[config.mk]
export PLATFORM = sky130hd
export DESIGN_NAME = lcd_video_timing
export DESIGN_NICKNAME = d
export VERILOG_FILES = /design/src/rtl/lcd_video_pkg.sv /design/src/rtl/lcd_video_timing_sync_delay.sv /design/src/rtl/lcd_video_timing.sv
export SDC_FILE = /design/constraint.sdc
export NUM_CORES = 1
export LEC_CHECK = 0
export CAP_MARGIN = 20
export CELL_PAD_IN_SITES_DETAIL_PLACEMENT = 1
export CELL_PAD_IN_SITES_GLOBAL_PLACEMENT = 2
export CORE_MARGIN = 2
export CORE_UTILIZATION = 28
export CTS_BUF_LIST = sky130_fd_sc_hd__clkbuf_2 sky130_fd_sc_hd__clkbuf_4 sky130_fd_sc_hd__clkbuf_8
export CTS_CLUSTER_DIAMETER = 60
export CTS_CLUSTER_SIZE = 25
export DETAILED_ROUTE_END_ITERATION = 10
export PLACE_DENSITY = 0.82
export SLEW_MARGIN = 15
export SYNTH_ARGS = -nofsm -noshare
export SYNTH_HDL_FRONTEND = slang
export SYNTH_SLANG_ARGS = --single-unit
export TNS_END_PERCENT = 5
[constraint.sdc]
create_clock -name clk -period 6.1 [get_ports clk]
set_input_delay 1.22 -clock clk [delete_from_list [all_inputs] [get_ports clk]]
set_output_delay 1.22 -clock clk [all_outputs]
set_load 0.02 [all_outputs]
[src/rtl/lcd_video_pkg.sv]
// ---------------------------------------------------------------------------
// lcd_video_pkg
//   Shared definitions for the LCD raster timing generator.
//   - Default 640x480 timing constants and the line/frame total derivation.
//   - COUNTER_W: width of CounterX/CounterY and of every timing compare.
//   - timing_t / rgb_t: packed bundles for {hs,vs,de} and a colour triple.
//   - bar_colour(): the eight-entry vertical colour-bar table.
//   - sync_active()/sync_inactive(): pin level for a given sync polarity.
//   Optional feature macro used by the importing files: LCD_TEST_PATTERN_EN.
// ---------------------------------------------------------------------------
package lcd_video_pkg;

    localparam int COUNTER_W = 12;

    // Default horizontal timing, in pixels.
    localparam int DEF_H_ACTIVE = 640;
    localparam int DEF_H_FP     = 16;
    localparam int DEF_H_SYNC   = 96;
    localparam int DEF_H_BP     = 48;

    // Default vertical timing, in lines.
    localparam int DEF_V_ACTIVE = 480;
    localparam int DEF_V_FP     = 10;
    localparam int DEF_V_SYNC   = 2;
    localparam int DEF_V_BP     = 33;

    localparam logic DEF_SYNC_POL    = 1'b0;
    localparam int   DEF_PIX_LATENCY = 1;

    // Widths of the signals carried through the alignment pipeline.
    localparam int TIMING_W = 3;
    localparam int BAR_W    = 3;
    // Colour bars are 128 pixels wide: CounterX[9:7] selects the bar.
    localparam int BAR_LSB  = 7;

    typedef logic [COUNTER_W-1:0] counter_t;

    // Logical (active-high) timing flags; polarity is applied at the pins.
    typedef struct packed {
        logic hs;
        logic vs;
        logic de;
    } timing_t;

    typedef struct packed {
        logic [7:0] r;
        logic [7:0] g;
        logic [7:0] b;
    } rgb_t;

    function automatic int line_total(input int active, input int fp,
                                      input int sync, input int bp);
        return active + fp + sync + bp;
    endfunction

    localparam int DEF_H_TOTAL = line_total(DEF_H_ACTIVE, DEF_H_FP, DEF_H_SYNC, DEF_H_BP);
    localparam int DEF_V_TOTAL = line_total(DEF_V_ACTIVE, DEF_V_FP, DEF_V_SYNC, DEF_V_BP);

    // Bar index bit 2/1/0 drives red/green/blue fully on or off, giving the
    // classic black, blue, green, cyan, red, magenta, yellow, white sequence.
    function automatic rgb_t bar_colour(input logic [BAR_W-1:0] bar);
        rgb_t c;
        c.r = {8{bar[2]}};
        c.g = {8{bar[1]}};
        c.b = {8{bar[0]}};
        return c;
    endfunction

    function automatic logic sync_active(input logic pol);
        return pol;
    endfunction

    function automatic logic sync_inactive(input logic pol);
        return ~pol;
    endfunction

endpackage

[src/rtl/lcd_video_timing_sync_delay.sv]
// ---------------------------------------------------------------------------
// lcd_sync_delay
//   LATENCY-deep shift register that lines the raw timing flags (and, when
//   LCD_TEST_PATTERN_EN is defined, the colour-bar index) up with the RGB the
//   renderer returns. Every stage advances only on pix_en and clears to zero
//   on reset; zero is the inactive value of every carried flag.
// Ports
//   clk       in   1      pixel-domain clock
//   reset     in   1      synchronous, active-high
//   pix_en    in   1      stage advance strobe
//   data_in   in   WIDTH  undelayed flags
//   data_out  out  WIDTH  flags LATENCY pix_en cycles later
// ---------------------------------------------------------------------------
module lcd_sync_delay #(
    parameter int LATENCY = 1,
    parameter int WIDTH   = 3
) (
    input  logic             clk,
    input  logic             reset,
    input  logic             pix_en,
    input  logic [WIDTH-1:0] data_in,
    output logic [WIDTH-1:0] data_out
);

    // chain[0] is the input, chain[LATENCY] the output of the last stage.
    logic [WIDTH-1:0] chain [LATENCY+1];

    assign chain[0] = data_in;

    genvar gi;
    generate
        for (gi = 0; gi < LATENCY; gi++) begin : g_stage
            logic [WIDTH-1:0] stage_reg;

            always_ff @(posedge clk) begin
                if (reset) begin
                    stage_reg <= '0;
                end else if (pix_en) begin
                    stage_reg <= chain[gi];
                end
            end

            assign chain[gi+1] = stage_reg;
        end
    endgenerate

    assign data_out = chain[LATENCY];

endmodule

[src/rtl/lcd_video_timing.sv]
// ---------------------------------------------------------------------------
// lcd_video_timing
//   Raster timing generator. Publishes CounterX/CounterY to a pixel renderer,
//   accepts the renderer's RGB PIX_LATENCY pix_en cycles later, and drives
//   the panel sync/DE/RGB pins aligned with that returned pixel. Total
//   counter-to-pin latency is PIX_LATENCY+1 pix_en cycles.
// Ports
//   clk, reset          pixel clock; synchronous active-high reset
//   pix_en              pixel strobe, all state advances only when high
//   pattern_sel         colour-bar select (only with LCD_TEST_PATTERN_EN)
//   CounterX/CounterY   12-bit raster position
//   FrameStart          high while at (0,0) and pix_en is high
//   red_in/green_in/blue_in   renderer colour
//   lcd_hsync/lcd_vsync/lcd_de, lcd_r/lcd_g/lcd_b   panel pins
// Configuration
//   LCD_TEST_PATTERN_EN defined: pattern_sel high substitutes eight vertical
//   colour bars for the renderer colour. Undefined: pattern_sel is ignored.
// ---------------------------------------------------------------------------
module lcd_video_timing
    import lcd_video_pkg::*;
#(
    parameter int   H_ACTIVE    = DEF_H_ACTIVE,
    parameter int   H_FP        = DEF_H_FP,
    parameter int   H_SYNC      = DEF_H_SYNC,
    parameter int   H_BP        = DEF_H_BP,
    parameter int   V_ACTIVE    = DEF_V_ACTIVE,
    parameter int   V_FP        = DEF_V_FP,
    parameter int   V_SYNC      = DEF_V_SYNC,
    parameter int   V_BP        = DEF_V_BP,
    parameter logic SYNC_POL    = DEF_SYNC_POL,
    parameter int   PIX_LATENCY = DEF_PIX_LATENCY
) (
    input  logic                 clk,
    input  logic                 reset,
    input  logic                 pix_en,
    input  logic                 pattern_sel,
    output logic [COUNTER_W-1:0] CounterX,
    output logic [COUNTER_W-1:0] CounterY,
    output logic                 FrameStart,
    input  logic [7:0]           red_in,
    input  logic [7:0]           green_in,
    input  logic [7:0]           blue_in,
    output logic                 lcd_hsync,
    output logic                 lcd_vsync,
    output logic                 lcd_de,
    output logic [7:0]           lcd_r,
    output logic [7:0]           lcd_g,
    output logic [7:0]           lcd_b
);

    localparam int H_TOTAL = line_total(H_ACTIVE, H_FP, H_SYNC, H_BP);
    localparam int V_TOTAL = line_total(V_ACTIVE, V_FP, V_SYNC, V_BP);

    // All boundaries are held at full counter width so no compare truncates.
    localparam counter_t H_LAST     = counter_t'(H_TOTAL - 1);
    localparam counter_t V_LAST     = counter_t'(V_TOTAL - 1);
    localparam counter_t H_ACT_END  = counter_t'(H_ACTIVE);
    localparam counter_t V_ACT_END  = counter_t'(V_ACTIVE);
    localparam counter_t HS_START   = counter_t'(H_ACTIVE + H_FP);
    localparam counter_t HS_END     = counter_t'(H_ACTIVE + H_FP + H_SYNC);
    localparam counter_t VS_START   = counter_t'(V_ACTIVE + V_FP);
    localparam counter_t VS_END     = counter_t'(V_ACTIVE + V_FP + V_SYNC);

`ifdef LCD_TEST_PATTERN_EN
    localparam int DLY_W = TIMING_W + BAR_W;
`else
    localparam int DLY_W = TIMING_W;
`endif

    // ------------------------------------------------------------------
    // Raster counters
    // ------------------------------------------------------------------
    counter_t x_reg, x_next;
    counter_t y_reg, y_next;

    always_comb begin
        x_next = x_reg + counter_t'(1);
        y_next = y_reg;
        if (x_reg == H_LAST) begin
            x_next = '0;
            // The line counter wraps on the same pixel the column wraps.
            y_next = (y_reg == V_LAST) ? '0 : y_reg + counter_t'(1);
        end
    end

    always_ff @(posedge clk) begin
        if (reset) begin
            x_reg <= '0;
            y_reg <= '0;
        end else if (pix_en) begin
            x_reg <= x_next;
            y_reg <= y_next;
        end
    end

    assign CounterX = x_reg;
    assign CounterY = y_reg;

    // Reset is masked in so the reset cycle never reports a frame start even
    // when the counters already sit at the origin.
    assign FrameStart = pix_en && !reset && (x_reg == '0) && (y_reg == '0);

    // ------------------------------------------------------------------
    // Raw timing decoded from the current counters
    // ------------------------------------------------------------------
    timing_t raw_timing;

    always_comb begin
        raw_timing.de = (x_reg < H_ACT_END) && (y_reg < V_ACT_END);
        raw_timing.hs = (x_reg >= HS_START) && (x_reg < HS_END);
        raw_timing.vs = (y_reg >= VS_START) && (y_reg < VS_END);
    end

    // ------------------------------------------------------------------
    // Alignment pipeline: matches the renderer's PIX_LATENCY
    // ------------------------------------------------------------------
    logic [DLY_W-1:0] dly_in;
    logic [DLY_W-1:0] dly_out;
    timing_t          dly_timing;

`ifdef LCD_TEST_PATTERN_EN
    logic [BAR_W-1:0] dly_bar;

    assign dly_in     = {raw_timing, x_reg[BAR_LSB +: BAR_W]};
    assign dly_bar    = dly_out[BAR_W-1:0];
`else
    assign dly_in     = raw_timing;
`endif
    assign dly_timing = timing_t'(dly_out[DLY_W-1 -: TIMING_W]);

    lcd_sync_delay #(
        .LATENCY (PIX_LATENCY),
        .WIDTH   (DLY_W)
    ) u_sync_delay (
        .clk      (clk),
        .reset    (reset),
        .pix_en   (pix_en),
        .data_in  (dly_in),
        .data_out (dly_out)
    );

    // ------------------------------------------------------------------
    // Colour source selection
    // ------------------------------------------------------------------
    rgb_t pix_sel;

    always_comb begin
        pix_sel.r = red_in;
        pix_sel.g = green_in;
        pix_sel.b = blue_in;
`ifdef LCD_TEST_PATTERN_EN
        // Bars come from the delayed column, so they line up exactly where
        // renderer pixels of the same column would.
        if (pattern_sel) begin
            pix_sel = bar_colour(dly_bar);
        end
`endif
    end

`ifndef LCD_TEST_PATTERN_EN
    // Without the pattern generator the select input has no function.
    logic unused_pattern_sel;
    assign unused_pattern_sel = pattern_sel;
`endif

    // ------------------------------------------------------------------
    // Output register: timing and colour launched together to the pins
    // ------------------------------------------------------------------
    always_ff @(posedge clk) begin
        if (reset) begin
            lcd_hsync <= sync_inactive(SYNC_POL);
            lcd_vsync <= sync_inactive(SYNC_POL);
            lcd_de    <= 1'b0;
            lcd_r     <= 8'h00;
            lcd_g     <= 8'h00;
            lcd_b     <= 8'h00;
        end else if (pix_en) begin
            lcd_hsync <= dly_timing.hs ? sync_active(SYNC_POL) : sync_inactive(SYNC_POL);
            lcd_vsync <= dly_timing.vs ? sync_active(SYNC_POL) : sync_inactive(SYNC_POL);
            lcd_de    <= dly_timing.de;
            // Blanking is always black regardless of what the renderer sends.
            lcd_r     <= dly_timing.de ? pix_sel.r : 8'h00;
            lcd_g     <= dly_timing.de ? pix_sel.g : 8'h00;
            lcd_b     <= dly_timing.de ? pix_sel.b : 8'h00;
        end
    end

endmodule

==> run metrics <==
CTS Hold Bufs=0; Yosys top cell by area=dfxtp_1; #FFs+latches synth=54; maxcap violations=0; PostCTS Resize Cnt=0; minimum clock period=4.68 ns; worst slew pin tran=0.572 ns; Max Root-Sink Buffers=2; Slew headroom=0.615; post-DP HPWL=4780 um; # Post-CTS Setup Buffers=0; max frequency=0.214 GHz; row count=32; Post-synth EDFFs=0; Worst Path Max Fanout=13; H-tree depth=2; Pre-antenna DRT Iters=4; Synth cell types=41; post-synthesis compound-gate area fraction=0.153; max incr delay on CP=0.78 ns; worst reg2reg path endpoint=CounterY[10]; ant diodes=0; r2r startpoint=CounterX[0]; element type at the critical path start=primary input; mux contribution to synthesized area=0.00438; initial antenna violation count=0; Post-synth top flop=dfxtp_1; Seq/Total Area, Yosys=0.473; Synth Area per Inst=8.79 um2; Synth Instances=260; clock transition at the registers of the reported paths=0.09 ns; Synth Net Count=292; asr flop ratio synth=0; Setup Viol. Count Final=0; hold depth=2; Setup TNS Final=0 ns; Pins Over Slew Limit=0; largest family of logic cells by synthesized area=simple AND/OR/NAND/NOR gates; Routability Congestion=0.794; aggregate global-route resource usage=0.150; crit path capture type=output port; most frequent CP cell=clkdlybuf4s50_1; drt wl/cell=15.6 um; worst-skew pair later-pin latency=0.31 ns; most numerous cell in the Yosys netlist=dfxtp_1; most area-consuming cells after synthesis=dfxtp_1 47%, a22oi_1 7.9%, nor2_1 7.6%, xnor2_1 2.7%, or4_1 2.6%; critical path cell sequence=clkdlybuf4s50_1, inv_1, or3_1, nor4_1, clkdlybuf4s50_1; Synth Area in XOR/XNOR=0.0498; vias per inst=5.09; Starting Density=0.293; status=completed; vias in the first global route=2102; area share of fa/ha/maj cells after synthesis=0.0219; Port Buf Inserts=78; synthesis-to-finish area growth=43.3%; synth cell count leaders=54 x dfxtp_1, 46 x nor2_1, 24 x a22oi_1; Critical Path Stages=5; reg2reg path depth=5; Post-Syn Area=2280 um2; Die H=94.3 um; Clock Tree Root=clkbuf_8; Top delay family on crit path=buffers and inverters; Antenna Nets Post-Route=0; die area=8900 um2; CTS Buf Count=5; power per cell area=209 nW/um2; Final Hold Fails=0; CP Class=primary input to output port; Buf+Inv Stages, Crit Path=3; Tcrit/Tclk final=0.767; top cell type's share of synthesized area=0.473; ratio of cells with drive above 1 in the final layout=0.0542; Worst Path Required=4.88 ns; placeable core area=7810 um2; first-pass GRT wire length=10600 um; hold wc startpoint=u_sync_delay.data_out[1]; Chip Width=94.3 um; RSZ-0062 raised after global routing=no; synth warn=0; CP max-delay cell=clkdlybuf4s50_1; Final Core Density=0.419; Hold Path End=u_sync_delay.data_out[1]; Iter 0 DRT Violations=77; drt drc=0; Routed WL=6750 um; Leak=1.11 nW; pin count of the biggest net entering global routing=37; CTS tree=done; Worst VDD drop=0.109 mV; Overflow after GRT=0; I/O pin cnt=80; R2R Setup Slk=3.59 ns; clk_skew=0.0120 ns; HP Class=register to register; WP data arrival=3.46 ns; vias=2209; post-synthesis simple-gate area fraction=0.257; CTS Sinks=54; Nets=363
==> final cells by class <==
cell class                      instances  area [um2]
Fill cell                             913        4530
Multi-Input combinational cell        182        1110
Sequential cell                        54        1080
Timing Repair Buffer                   81         811
Tap cell                              102         128
Clock buffer                            6        76.3
Clock inverter                          2        37.5
Inverter                                7        26.3
==> power breakdown <==
| part | switching, mW | internal [mW] | total, mW |
|---|---|---|---|
| registers | 0.00441 | 0.359 | 0.363 |
| clock network | 0.123 | 0.127 | 0.251 |
| logic | 0.0331 | 0.0366 | 0.0697 |
| total | 0.161 | 0.523 | 0.684 |
==> registers in the layout, indices dropped and copies added, names as in the netlist <==
signal                 cells
CounterY                  12
u_sync_delay.data_out      3
lcd_b                      8
lcd_g                      8
lcd_de                     1
lcd_vsync                  1
lcd_hsync                  1
lcd_r                      8
CounterX                  12
==> through the flow <==
stage | instance area (um2) | hold slack, ns | std cells | power (mW) | worst slack (ns)
floorplan | 2280 | 0.441 | 260 | 0.403 | 2.18
global placement | 3140 | 0.455 | 425 | 0.440 | 1.39
detailed placement | 3140 | 0.465 | 425 | 0.441 | 1.36
CTS | 3260 | 0.480 | 433 | 0.691 | 1.36
global route | 3270 | 0.512 | 434 | 0.707 | 1.26
finish | 3270 | 0.471 | 434 | 0.684 | 1.42
==> worst max-delay path by stage <==
stage / to / start
2_1_floorplan: FrameStart / reset
3_3_place_gp: FrameStart / pix_en
3_5_place_dp: FrameStart / pix_en
4_1_cts: FrameStart / pix_en
5_1_grt: FrameStart / pix_en
6_report: FrameStart / pix_en
==> tightest hold or removal path, stage by stage (launching register included) <==
cell and delay [ns]:
dfxtp_1 0.32, nand2_1 0.06, a21oi_1 0.05
==> placed cells by master, fill, tap and decap left out, drive strengths merged, types with 6 or more instances in the layout <==
cell	n
inv	7
nand3	11
dfxtp	54
nand4	8
xor2	6
a22oi	24
nor2	46
clkbuf	6
a21oi	11
or4	8
nand2	12
xnor2	7
clkdlybuf4s50	78
==> routing by layer <==
layer,wire length [um],vias up,track usage
li1,-,1075,-
met1,3080,1081,0.203
met2,3310,47,0.243
met3,273,6,0.0231
met4,89,0,0.0519
met5,0,-,0
==> cell families (layout without fill, tap and decap cells) <==
logic type | count (synthesis) | in the layout
buffers and inverters | 24 | 96
AOI/OAI and AO/OA | 50 | 50
adders and majority gates | 4 | 4
DFF | 54 | 54
xor gates and xnor gates | 13 | 13
muxes | 1 | 1
and+or+nand+nor | 114 | 114
(Power assumes the default switching activity.)
